File: config.mk
export PLATFORM = sky130hd
export DESIGN_NAME = stack_ctrl_flat
export DESIGN_NICKNAME = d
export VERILOG_FILES = /design/src/rtl/stack_pkg.sv /design/src/rtl/stack_ctrl_if.sv /design/src/rtl/stack_ctrl.sv /design/src/flat_wrapper.sv
export SDC_FILE = /design/constraint.sdc
export NUM_CORES = 1
export LEC_CHECK = 0
export ABC_AREA = 1
export ABC_CLOCK_PERIOD_IN_PS = 7100
export BUFFER_PORTS_ARGS = -buffer_cell sky130_fd_sc_hd__buf_4
export CORE_UTILIZATION = 57
export CTS_CLUSTER_SIZE = 24
export DETAILED_ROUTE_END_ITERATION = 12
export HOLD_SLACK_MARGIN = 0.05
export PLACE_DENSITY = 0.91
export SYNTH_ARGS = -nofsm -noshare
export SYNTH_HDL_FRONTEND = slang
export SYNTH_SLANG_ARGS = --single-unit
File: constraint.sdc
create_clock -name clk -period 7.1 [get_ports clk]
set_input_delay 0.355 -clock clk [delete_from_list [all_inputs] [get_ports clk]]
set_output_delay 0.355 -clock clk [all_outputs]
set_load 0.02 [all_outputs]
File: src/rtl/stack_pkg.sv
// Shared definitions for the hardware stack sequencer: opcode encodings,
// sequencer states and small opcode-classification helpers.
package stack_pkg;

    localparam logic [15:0] STACK_BASE_DEFAULT = 16'hFF00;
    localparam int          DEPTH_DEFAULT      = 16;

    localparam logic [5:0] OP_PUSH = 6'b000101;
    localparam logic [5:0] OP_POP  = 6'b000100;
    localparam logic [5:0] OP_CALL = 6'b000110;
    localparam logic [5:0] OP_RET  = 6'b000111;

    typedef enum logic [1:0] {
        IDLE = 2'd0,
        MEM  = 2'd1,
        RESP = 2'd2
    } state_t;

    // Operations that write a word below the current stack pointer.
    function automatic logic is_push_op(input logic [5:0] op);
        return (op == OP_PUSH) || (op == OP_CALL);
    endfunction

    // Operations that read the word at the current stack pointer.
    function automatic logic is_pop_op(input logic [5:0] op);
        return (op == OP_POP) || (op == OP_RET);
    endfunction

endpackage

File: src/rtl/stack_ctrl_if.sv
// Data-memory port of the stack sequencer: req/ack handshake with address,
// write data and read data. master = stack_ctrl, slave = memory.
interface stack_ctrl_if;
    logic        mem_req;
    logic        mem_we;
    logic [15:0] mem_addr;
    logic [15:0] mem_wdata;
    logic        mem_ack;
    logic [15:0] mem_rdata;

    modport master (
        output mem_req, mem_we, mem_addr, mem_wdata,
        input  mem_ack, mem_rdata
    );

    modport slave (
        input  mem_req, mem_we, mem_addr, mem_wdata,
        output mem_ack, mem_rdata
    );
endinterface

File: src/rtl/stack_ctrl.sv
// Hardware stack sequencer: guarded PUSH/POP/CALL/RET over a req/ack memory port.
// Optional STACK_CTRL_HWM_EN adds the hwm output (maximum depth since reset).
module stack_ctrl
    import stack_pkg::*;
#(
    parameter logic [15:0] STACK_BASE = STACK_BASE_DEFAULT,
    parameter int          DEPTH      = DEPTH_DEFAULT
) (
    input  logic                         clk,
    input  logic                         rst,
    input  logic                         op_valid,
    output logic                         op_ready,
    input  logic [5:0]                   opcode,
    input  logic [15:0]                  pc,
    input  logic [15:0]                  push_data,
    stack_ctrl_if.master                 mem,
    output logic                         done,
    output logic                         err,
    output logic [15:0]                  pop_data,
    output logic                         redirect,
    output logic [15:0]                  sp,
    output logic [$clog2(DEPTH+1)-1:0]   depth
`ifdef STACK_CTRL_HWM_EN
    ,
    output logic [$clog2(DEPTH+1)-1:0]   hwm
`endif
);

    localparam int          DW       = $clog2(DEPTH + 1);
    localparam logic [15:0] SP_EMPTY = STACK_BASE + 16'(DEPTH);
    localparam logic [DW-1:0] DEPTH_FULL = DW'(DEPTH);

    state_t         state_q, state_d;
    logic [5:0]     op_q, op_d;
    logic [15:0]    sp_q, sp_d;
    logic [DW-1:0]  depth_q, depth_d;
    logic [15:0]    pop_data_q, pop_data_d;
    logic           done_q, done_d;
    logic           err_q, err_d;
    logic           redirect_q, redirect_d;
    logic           mem_req_q, mem_req_d;
    logic           mem_we_q, mem_we_d;
    logic [15:0]    mem_addr_q, mem_addr_d;
    logic [15:0]    mem_wdata_q, mem_wdata_d;
    logic           op_ready_q, op_ready_d;

    logic           req_push;
    logic           req_pop;
    logic           req_fault;

    // Classify the incoming request; anything unrecognised is a fault too.
    assign req_push  = is_push_op(opcode);
    assign req_pop   = is_pop_op(opcode);
    assign req_fault = !(req_push || req_pop)
                     || (req_push && (depth_q == DEPTH_FULL))
                     || (req_pop  && (depth_q == '0));

    always_comb begin
        // NOTE: every signal written here gets a default first, so no path
        // leaves one unassigned and no latch is inferred.
        state_d     = state_q;
        op_d        = op_q;
        sp_d        = sp_q;
        depth_d     = depth_q;
        pop_data_d  = pop_data_q;
        done_d      = 1'b0;
        err_d       = 1'b0;
        redirect_d  = 1'b0;
        mem_req_d   = 1'b0;
        mem_we_d    = 1'b0;
        mem_addr_d  = mem_addr_q;
        mem_wdata_d = mem_wdata_q;

        unique case (state_q)
            IDLE: begin
                if (op_valid) begin
                    op_d = opcode;
                    if (req_fault) begin
                        state_d = RESP;
                        done_d  = 1'b1;
                        err_d   = 1'b1;
                    end else begin
                        state_d    = MEM;
                        mem_req_d  = 1'b1;
                        mem_we_d   = req_push;
                        mem_addr_d = req_push ? (sp_q - 16'd1) : sp_q;
                        if (opcode == OP_PUSH)
                            mem_wdata_d = push_data;
                        else if (opcode == OP_CALL)
                            mem_wdata_d = pc + 16'd1;
                    end
                end
            end

            MEM: begin
                mem_req_d = mem_req_q;
                mem_we_d  = mem_we_q;
                if (mem.mem_ack) begin
                    mem_req_d  = 1'b0;
                    mem_we_d   = 1'b0;
                    state_d    = RESP;
                    done_d     = 1'b1;
                    redirect_d = (op_q == OP_RET);
                    if (is_push_op(op_q)) begin
                        sp_d    = sp_q - 16'd1;
                        depth_d = depth_q + 1'b1;
                    end else begin
                        sp_d       = sp_q + 16'd1;
                        depth_d    = depth_q - 1'b1;
                        pop_data_d = mem.mem_rdata;
                    end
                end
            end

            RESP: state_d = IDLE;

            default: state_d = IDLE;
        endcase

        op_ready_d = (state_d == IDLE);
    end

    // NOTE: state registers use non-blocking assignments so every flop samples
    // the pre-edge value of its inputs regardless of statement order.
    always_ff @(posedge clk or posedge rst) begin
        if (rst) begin
            state_q     <= IDLE;
            op_q        <= '0;
            sp_q        <= SP_EMPTY;
            depth_q     <= '0;
            pop_data_q  <= '0;
            done_q      <= 1'b0;
            err_q       <= 1'b0;
            redirect_q  <= 1'b0;
            mem_req_q   <= 1'b0;
            mem_we_q    <= 1'b0;
            mem_addr_q  <= '0;
            mem_wdata_q <= '0;
            op_ready_q  <= 1'b1;
        end else begin
            state_q     <= state_d;
            op_q        <= op_d;
            sp_q        <= sp_d;
            depth_q     <= depth_d;
            pop_data_q  <= pop_data_d;
            done_q      <= done_d;
            err_q       <= err_d;
            redirect_q  <= redirect_d;
            mem_req_q   <= mem_req_d;
            mem_we_q    <= mem_we_d;
            mem_addr_q  <= mem_addr_d;
            mem_wdata_q <= mem_wdata_d;
            op_ready_q  <= op_ready_d;
        end
    end

`ifdef STACK_CTRL_HWM_EN
    logic [DW-1:0] hwm_q;

    // Tracks the next depth so the mark moves on the same edge as depth.
    always_ff @(posedge clk or posedge rst) begin
        if (rst)
            hwm_q <= '0;
        else if (depth_d > hwm_q)
            hwm_q <= depth_d;
    end

    assign hwm = hwm_q;
`endif

    assign op_ready      = op_ready_q;
    assign done          = done_q;
    assign err           = err_q;
    assign redirect      = redirect_q;
    assign pop_data      = pop_data_q;
    assign sp            = sp_q;
    assign depth         = depth_q;
    assign mem.mem_req   = mem_req_q;
    assign mem.mem_we    = mem_we_q;
    assign mem.mem_addr  = mem_addr_q;
    assign mem.mem_wdata = mem_wdata_q;

endmodule

File: src/flat_wrapper.sv
// flat-port wrapper written by rule: the top's interface ports become plain ports
module stack_ctrl_flat import stack_pkg::*;
#(
    parameter logic [15:0] STACK_BASE = STACK_BASE_DEFAULT,
    parameter int          DEPTH      = DEPTH_DEFAULT
)
  (clk, rst, op_valid, op_ready, opcode, pc, push_data, done, err, pop_data, redirect, sp, depth, mem_mem_req, mem_mem_we, mem_mem_addr, mem_mem_wdata, mem_mem_ack, mem_mem_rdata);
  stack_ctrl_if mem_i ();
  input  logic clk;
  input  logic rst;
  input  logic op_valid;
  output logic op_ready;
  input  logic [5:0] opcode;
  input  logic [15:0] pc;
  input  logic [15:0] push_data;
  output logic done;
  output logic err;
  output logic [15:0] pop_data;
  output logic redirect;
  output logic [15:0] sp;
  output logic [$clog2(DEPTH+1)-1:0] depth;
  output wire logic [$bits(mem_i.mem_req)-1:0] mem_mem_req;
  output wire logic [$bits(mem_i.mem_we)-1:0] mem_mem_we;
  output wire logic [$bits(mem_i.mem_addr)-1:0] mem_mem_addr;
  output wire logic [$bits(mem_i.mem_wdata)-1:0] mem_mem_wdata;
  input wire logic [$bits(mem_i.mem_ack)-1:0] mem_mem_ack;
  input wire logic [$bits(mem_i.mem_rdata)-1:0] mem_mem_rdata;
  assign mem_mem_req = mem_i.mem_req;
  assign mem_mem_we = mem_i.mem_we;
  assign mem_mem_addr = mem_i.mem_addr;
  assign mem_mem_wdata = mem_i.mem_wdata;
  assign mem_i.mem_ack = mem_mem_ack;
  assign mem_i.mem_rdata = mem_mem_rdata;
  stack_ctrl #(.STACK_BASE(STACK_BASE), .DEPTH(DEPTH)) u_core (.clk(clk), .rst(rst), .op_valid(op_valid), .op_ready(op_ready), .opcode(opcode), .pc(pc), .push_data(push_data), .mem(mem_i), .done(done), .err(err), .pop_data(pop_data), .redirect(redirect), .sp(sp), .depth(depth));
endmodule
==> results of run 1 <==
## cells in the mapped netlist, drive strengths merged
cell	instances
nand3b	1
nand3	60
a21boi	1
fa	1
a21oi	1
ha	6
dfstp	10
clkbuf	3
o211ai	4
xnor2	5
xor2	11
a31oi	1
o21ai	38
nand4	12
buf	19
or2	5
nor3b	1
nand2	304
inv	68
and2	1
dfrtp	73
nor3	6
nor2	85
## through the flow
step,instance area (um2),utilization [%]
3_3_place_gp,5956,71.76
6_report,6163,74.27
2_1_floorplan,4951,-
3_5_place_dp,5956,71.76
4_1_cts,6163,74.27
5_1_grt,6163,74.27
## metal layers
metal	wire, um	vias to the layer above	GRT usage, %	part of all wire [%]
met5	0	-	0	0
met2	6588	240	51.67	48
met3	1036	47	5.104	7.5
met4	534	0	14.52	3.9
li1	-	2482	-	-
met1	5614	2368	38.72	41
## flip-flops by register name, summed over array words and instances, names as in the netlist
name                  cells
u_core.depth              5
u_core.done               1
u_core.err                1
u_core.mem.mem_addr      16
u_core.mem.mem_req        1
u_core.mem.mem_wdata     16
u_core.mem.mem_we         1
u_core.op_q               6
u_core.op_ready           1
u_core.pop_data          16
u_core.redirect           1
u_core.sp                16
u_core.state_q            2
## worst min-delay path, stage by stage
cell and delay (ns):
buf_4 0.08, nand2_1 0.04, nand2_1 0.05
## area by class of cell
class                   count  share of cell area (%)
flip-flops and latches     83                   33.90
clock inverters             7                   1.360
clock buffers               9                   2.010
multi-input cells         543                   40.15
repair buffers            133                   16.20
inverters                  68                   4.243
well taps                 105                   2.132
## worst max-delay path by stage
stage / startpoint / cells after the start / to
after detailed placement: mem_mem_ack / 6 / u_core.pop_data[1]
final: u_core.state_q[1] / 6 / u_core.pop_data[0]
after floorplan: rst / 1 / u_core.depth[0]
after global routing: u_core.state_q[1] / 6 / u_core.pop_data[5]
after CTS: u_core.state_q[1] / 6 / u_core.pop_data[9]
after global placement: mem_mem_ack / 6 / u_core.pop_data[0]
## cell families (layout without fill, tap and decap cells)
logic type | count (synthesis) | after routing | share of synthesized area [%]
AOI/OAI and AO/OA | 45 | 45 | 4.979
xor gates and xnor gates | 16 | 16 | 2.830
adders and majority gates | 7 | 7 | 1.921
buffers and inverters | 90 | 217 | 7.809
DFF | 83 | 83 | 42.20
and+or+nand+nor | 475 | 475 | 40.26
## power by group through the flow
stage               Combinational, mW  Clock, mW  Sequential (mW)
global route                    0.636      0.385            0.662
CTS                             0.582      0.367            0.649
detailed placement              0.577          0            0.658
global placement                0.565          0            0.653
finish                          0.583      0.365            0.651
floorplan                       0.258          0            0.738
==> metrics.md, run 1 <==
| Metric | Value |
|---|---|
| Status | `complete, no violations` |
| Die height | `95.20 um` |
| R2R depth | `6` |
| Fraction of layout cells with a size suffix above 1 | `between 20 and 25%` |
| Syn. warnings | `0` |
| Setup ws final | `4.607 ns` |
| Post-route ant nets | `0` |
| Area contributors post-synth | `dfrtp_1, nand2_1, nand3_1, nor2_1, dfstp_2` |
| Placed Cells | `932` |
| Final setup viols | `0` |
| Max FO, Critical Path | `21` |
| Worst hold path stage count | `3` |
| Post-CTS Hold Fix Bufs | `0` |
| Clock sinks | `83` |
| Vias per cell | `5.419` |
| Rel. slew slack | `between 30 and 40%` |
| Hold slack | `0.1799 ns` |
| Hold path start | `mem_mem_rdata[8]` |
| Place WS | `4.597 ns` |
| Vias | `5137` |
| Clk slew on worst S/H paths | `around 0.1 ns` |
| Fmax | `0.4012 GHz` |
| Skew-Pair Late Insertion Delay | `0.37 ns` |
| Num rows | `33` |
| Seq. cell area | `2090 um2` |
| Final Hold Fails | `0` |
| CP max stage cell | `nor2_2` |
| RSZ-0062 raised after global routing | `no` |
| Max_cap viols | `0` |
| H-tree levels | `3` |
| Post-cts gate resize count | `0` |
| GRT Resource Usage Total | `30.84%` |
| CTS buffer count | `9` |
| Final Max Tran Viols | `0` |
| Synth top area share | `36.90%` |
| Drc violations | `0` |
| RR Startpoint | `u_core.state_q[1]` |
| Synth Cell Area | `4951 um2` |
| ANT cells | `0` |
| Remaining Overflow, GRT | `0` |
| Crit-path max cell delay | `0.88 ns` |
| Leak | `3.389 nW` |
| Drt total wl | `13770 um` |
| Yosys cell types | `36` |
| Syn_area_per_cell | `6.915 um2` |
| Die span in x | `95.20 um` |
| CP Buf/Inv Count | `2` |
| Most used cell along the critical path | `nand2_1` |
| Clock network power share | `22.8%` |
| CTS tree | `done` |
| Detailed Routing Iterations Pass 1 | `5` |
| Layout area overhead | `24.49%` |
| Slew @ Worst Pin | `roughly 1.0 ns` |
| Net Sw Power | `~630 uW` |
| Worst R2R Setup Slack | `4.61 ns` |
| First-pass GRT wire length | `21420 um` |
| Total power | `1.599 mW` |
| CP Data Arrival Time | `2.74 ns` |
| Commonest cells after routing, fill and taps aside | `nand2_1, buf_4, nor2_1, dfrtp_1, inv_1` |
| Critical path required time | `7.35 ns` |
| Post-DP HPWL | `10030 um` |
| Type of the worst setup path | `register to register` |
| Post-Syn Nets | `781` |
| Multi-input gate area | `between 2000 and 2500 um2` |
| Largest net degree at the start of global routing | `84` |
| PortBufs | `132` |
| Clk_skew | `approximately 0.016 ns` |
| Post-synthesis sequential area ratio | `42.20%` |
| Worst Hold Path EP | `u_core.pop_data[8]` |
| Max clock buf depth | `2` |
| Final #Nets | `903` |
| Final period util | `35.11%` |
| Starting Density | `59.66%` |
| R2R Path End | `u_core.pop_data[0]` |
| Top delay family on crit path | `simple AND/OR/NAND/NOR gates` |
| Mapped Cells | `between 700 and 800` |
| Crit path launch type | `register` |
| Root Driver | `clkbuf_8` |
| Finished Layout Cells | `948` |
| Fin Setup TNS | `0 ns` |
| Largest area contributor in the netlist | `dfrtp_1` |
| Pint | `969.5 uW` |
| Vias in the first global route | `4656` |
| Combinational share of power | `a little over a third` |
| Power density cells | `259.5 nW/um2` |
| I/O pin total | `133` |
| Switch share | `39.37%` |
| CP endpoint kind | `register` |
| Initial DRC count | `277` |
| Flops & latches, synth | `83` |
| Flop pwr share | `40.7%` |
| Fin crit period | `2.493 ns` |
| Initial antenna violation count | `0` |
| HP Class | `input port to register` |
| Die area | `9063 um2` |
| Commonest non-fill, non-tap cell in the layout | `nand2_1` |
| Critical path cell sequence | `inv_1 > nand3_1 > nor2_2 > inv_2 > nand2_1 > nand2_1` |
| Post-CTS repair timing setup buffer count | `0` |
| CORE AREA | `8299 um2` |
| WL per Instance | `approximately 15 um` |
| Placer congestion estimate | `0.9841` |
| VDD IR-drop max | `0.1738 mV` |
| Fillers | `674` |
Note: power is estimated with default switching activity, not from simulation.
==> inputs of run 2 (changes only) <==
--- a/config.mk
+++ b/config.mk
@@ -6,13 +6,13 @@
 export NUM_CORES = 1
 export LEC_CHECK = 0
 export ABC_AREA = 1
-export ABC_CLOCK_PERIOD_IN_PS = 7100
+export ABC_CLOCK_PERIOD_IN_PS = 2100
 export BUFFER_PORTS_ARGS = -buffer_cell sky130_fd_sc_hd__buf_4
-export CORE_UTILIZATION = 57
+export CORE_UTILIZATION = 48
 export CTS_CLUSTER_SIZE = 24
 export DETAILED_ROUTE_END_ITERATION = 12
 export HOLD_SLACK_MARGIN = 0.05
-export PLACE_DENSITY = 0.91
+export PLACE_DENSITY = 0.82
 export SYNTH_ARGS = -nofsm -noshare
 export SYNTH_HDL_FRONTEND = slang
 export SYNTH_SLANG_ARGS = --single-unit
==> constraint.sdc (replaced) <==
create_clock -name clk -period 2.1 [get_ports clk]
set_input_delay 0.105 -clock clk [delete_from_list [all_inputs] [get_ports clk]]
set_output_delay 0.105 -clock clk [all_outputs]
set_load 0.02 [all_outputs]
==> run 2 against run 1 <==
Worst hold slack got worse by 0.11 ns. Largest cell class unchanged. First-iteration DRC count increased by 10%. Sequential power increased to 3.4 times the previous value. Count of clock-buffer cells in the layout increased by 4. Largest power group unchanged. Highest routed layer unchanged. Register-to-register slack got worse by 4.4 ns.
==> metrics.md, run 2 (synthesis gave the netlist of run 1 again) <==
| Metric | Value |
|---|---|
| Status | `complete, no violations` |
| Detailed Routing Iterations Pass 1 | `6` |
| Power density cells | `834.7 nW/um2` |
| Die height | `103.6 um` |
| Flop pwr share | `39.6%` |
| Fraction of layout cells with a size suffix above 1 | `22.51%` |
| Final #Nets | `between 900 and 1000` |
| GRT Resource Usage Total | `25.41%` |
| Final non-filler cell area | `approximately 6600 um2` |
| Drt total wl | `13270 um` |
| Fillers | `826` |
| CP endpoint kind | `register` |
| CP Data Arrival Time | `2.16 ns` |
| Worst R2R Setup Slack | `between 0.15 and 0.2 ns` |
| First-pass GRT wire length | `22100 um` |
| Post-DP Area | `6086 um2` |
| Clk_skew | `between 0.007 and 0.008 ns` |
| CORE AREA | `around 9900 um2` |
| HP Class | `input port to register` |
| Root Driver | `clkbuf_8` |
| Starting Density | `50.19%` |
| Die span in x | `slightly above 100 um` |
| Finished Layout Cells | `approximately 1000` |
| Skew-Pair Late Insertion Delay | `0.36 ns` |
| Post-DP HPWL | `9418 um` |
| Placer congestion estimate | `0.9438` |
| Total power | `~5.5 mW` |
| Num rows | `36` |
| Remaining Overflow, GRT | `0` |
| Hold path start | `opcode[3]` |
| Commonest non-fill, non-tap cell in the layout | `nand2_1` |
| RSZ-0062 raised after global routing | `no` |
| Critical path required time | `2.35 ns` |
| Final Hold Fails | `0` |
| Layout area overhead | `34.24%` |
| Final Max Tran Viols | `0` |
| Commonest cells after routing, fill and taps aside | `nand2_1, buf_4, nor2_1, dfrtp_1, inv_1` |
| Vias per cell | `5.018` |
| Max clock buf depth | `2` |
| Initial antenna violation count | `1` |
| Max FO, Critical Path | `7` |
| Drc violations | `0` |
| Clock sinks | `83` |
| Max_cap viols | `0` |
| Net Sw Power | `2.038 mW` |
| Pint | `around 3.5 mW` |
| Fin Setup TNS | `0 ns` |
| Die area | `roughly 11000 um2` |
| Type of the worst setup path | `register to register` |
| Vias in the first global route | `4679` |
| Fin crit period | `1.912 ns` |
| VDD IR-drop max | `0.4787 mV` |
| Clock network power share | `a little under a quarter` |
| Vias | `a little over 5000` |
| Switch share | `36.74%` |
| Clk slew on worst S/H paths | `0.08 ns` |
| PortBufs | `~130` |
| CTS tree | `done` |
| Slew @ Worst Pin | `between 0.6 and 0.7 ns` |
| Largest net degree at the start of global routing | `43` |
| I/O pin total | `133` |
| Final setup viols | `0` |
| Combinational share of power | `36.6%` |
| Initial DRC count | `306` |
| RR Startpoint | `u_core.op_q[5]` |
| Leak | `between 3 and 4 nW` |
| WL per Instance | `13.04 um` |
| Rel. slew slack | `about three fifths` |
| Post-route ant nets | `0` |
| CTS buffer count | `9` |
| Placed Cells | `a little under 1000` |
| Worst setup startpoint | `u_core.op_q[5]` |
| Final period util | `91.06%` |
| H-tree levels | `3` |
| Crit path launch type | `register` |
| Fmax | `0.5229 GHz` |
==> run 2: critical path, stage by stage (launching register included) <==
cell and delay (ns):
dfrtp_1 0.38, nor2_1 0.13, nand3_2 0.12, nor2_4 0.20
inv_2 0.12, ha_4 0.30, inv_1 0.03, o21ai_0 0.13
nand2_1 0.09, nand3_1 0.11, nand3_1 0.08, nand2_1 0.06
nand2_1 0.04
==> run 2: worst paths after layout <==
path                                           end  cells after the start
min in group asynchronous  u_core.mem.mem_wdata[4]                      3
min reg2reg                     u_core.pop_data[2]                      2
max in group asynchronous            u_core.sp[12]                      4
max reg2reg                        u_core.depth[4]                     12
min                                 u_core.op_q[3]                      3
max                                u_core.depth[4]                     12
==> run 2: repair_timing <==
item	CTS	global route
endpoints found under the setup margin	0	1
setup buffers	0	3
endpoints found under the hold margin	52	0
resized for setup	0	2
hold buffers	29	0
==> run 2: layout make-up <==
type	instances	area (um2)	share of cell area (%)
clock buffers	13	158.9	2.391
repair buffers	174	1404	21.12
flip-flops and latches	83	2090	31.44
well taps	133	166.4	2.504
inverters	68	264.0	3.972
diodes	1	2.502	0.03765
multi-input cells	543	2492	37.50
clock inverters	3	68.82	1.035
==> run 2: per-stage QoR <==
stage	worst slack, ns	utilization [%]	hold WS (ns)
2_1_floorplan	0.2425	-	0.2216
3_3_place_gp	0.2195	61.69	0.2142
3_5_place_dp	0.1255	61.69	0.2125
4_1_cts	0.1100	66.95	0.05799
5_1_grt	0.03067	67.38	0.05127
6_report	0.1877	67.38	0.06766
==> run 2: power groups by stage <==
stage / logic, mW / registers, mW / clock network (mW)
after global placement: 1.91 / 2.21 / 0
final: 2.03 / 2.20 / 1.32
after floorplan: 0.873 / 2.49 / 0
after CTS: 2.00 / 2.18 / 1.35
after global routing: 2.22 / 2.24 / 1.43
after detailed placement: 1.95 / 2.21 / 0
==> run 2: layer usage <==
metal  routed length, um  track usage [%]
met1                5919            33.42
met2                6325            41.99
met3                 718            4.405
met4                 311            9.420
met5                   0                0
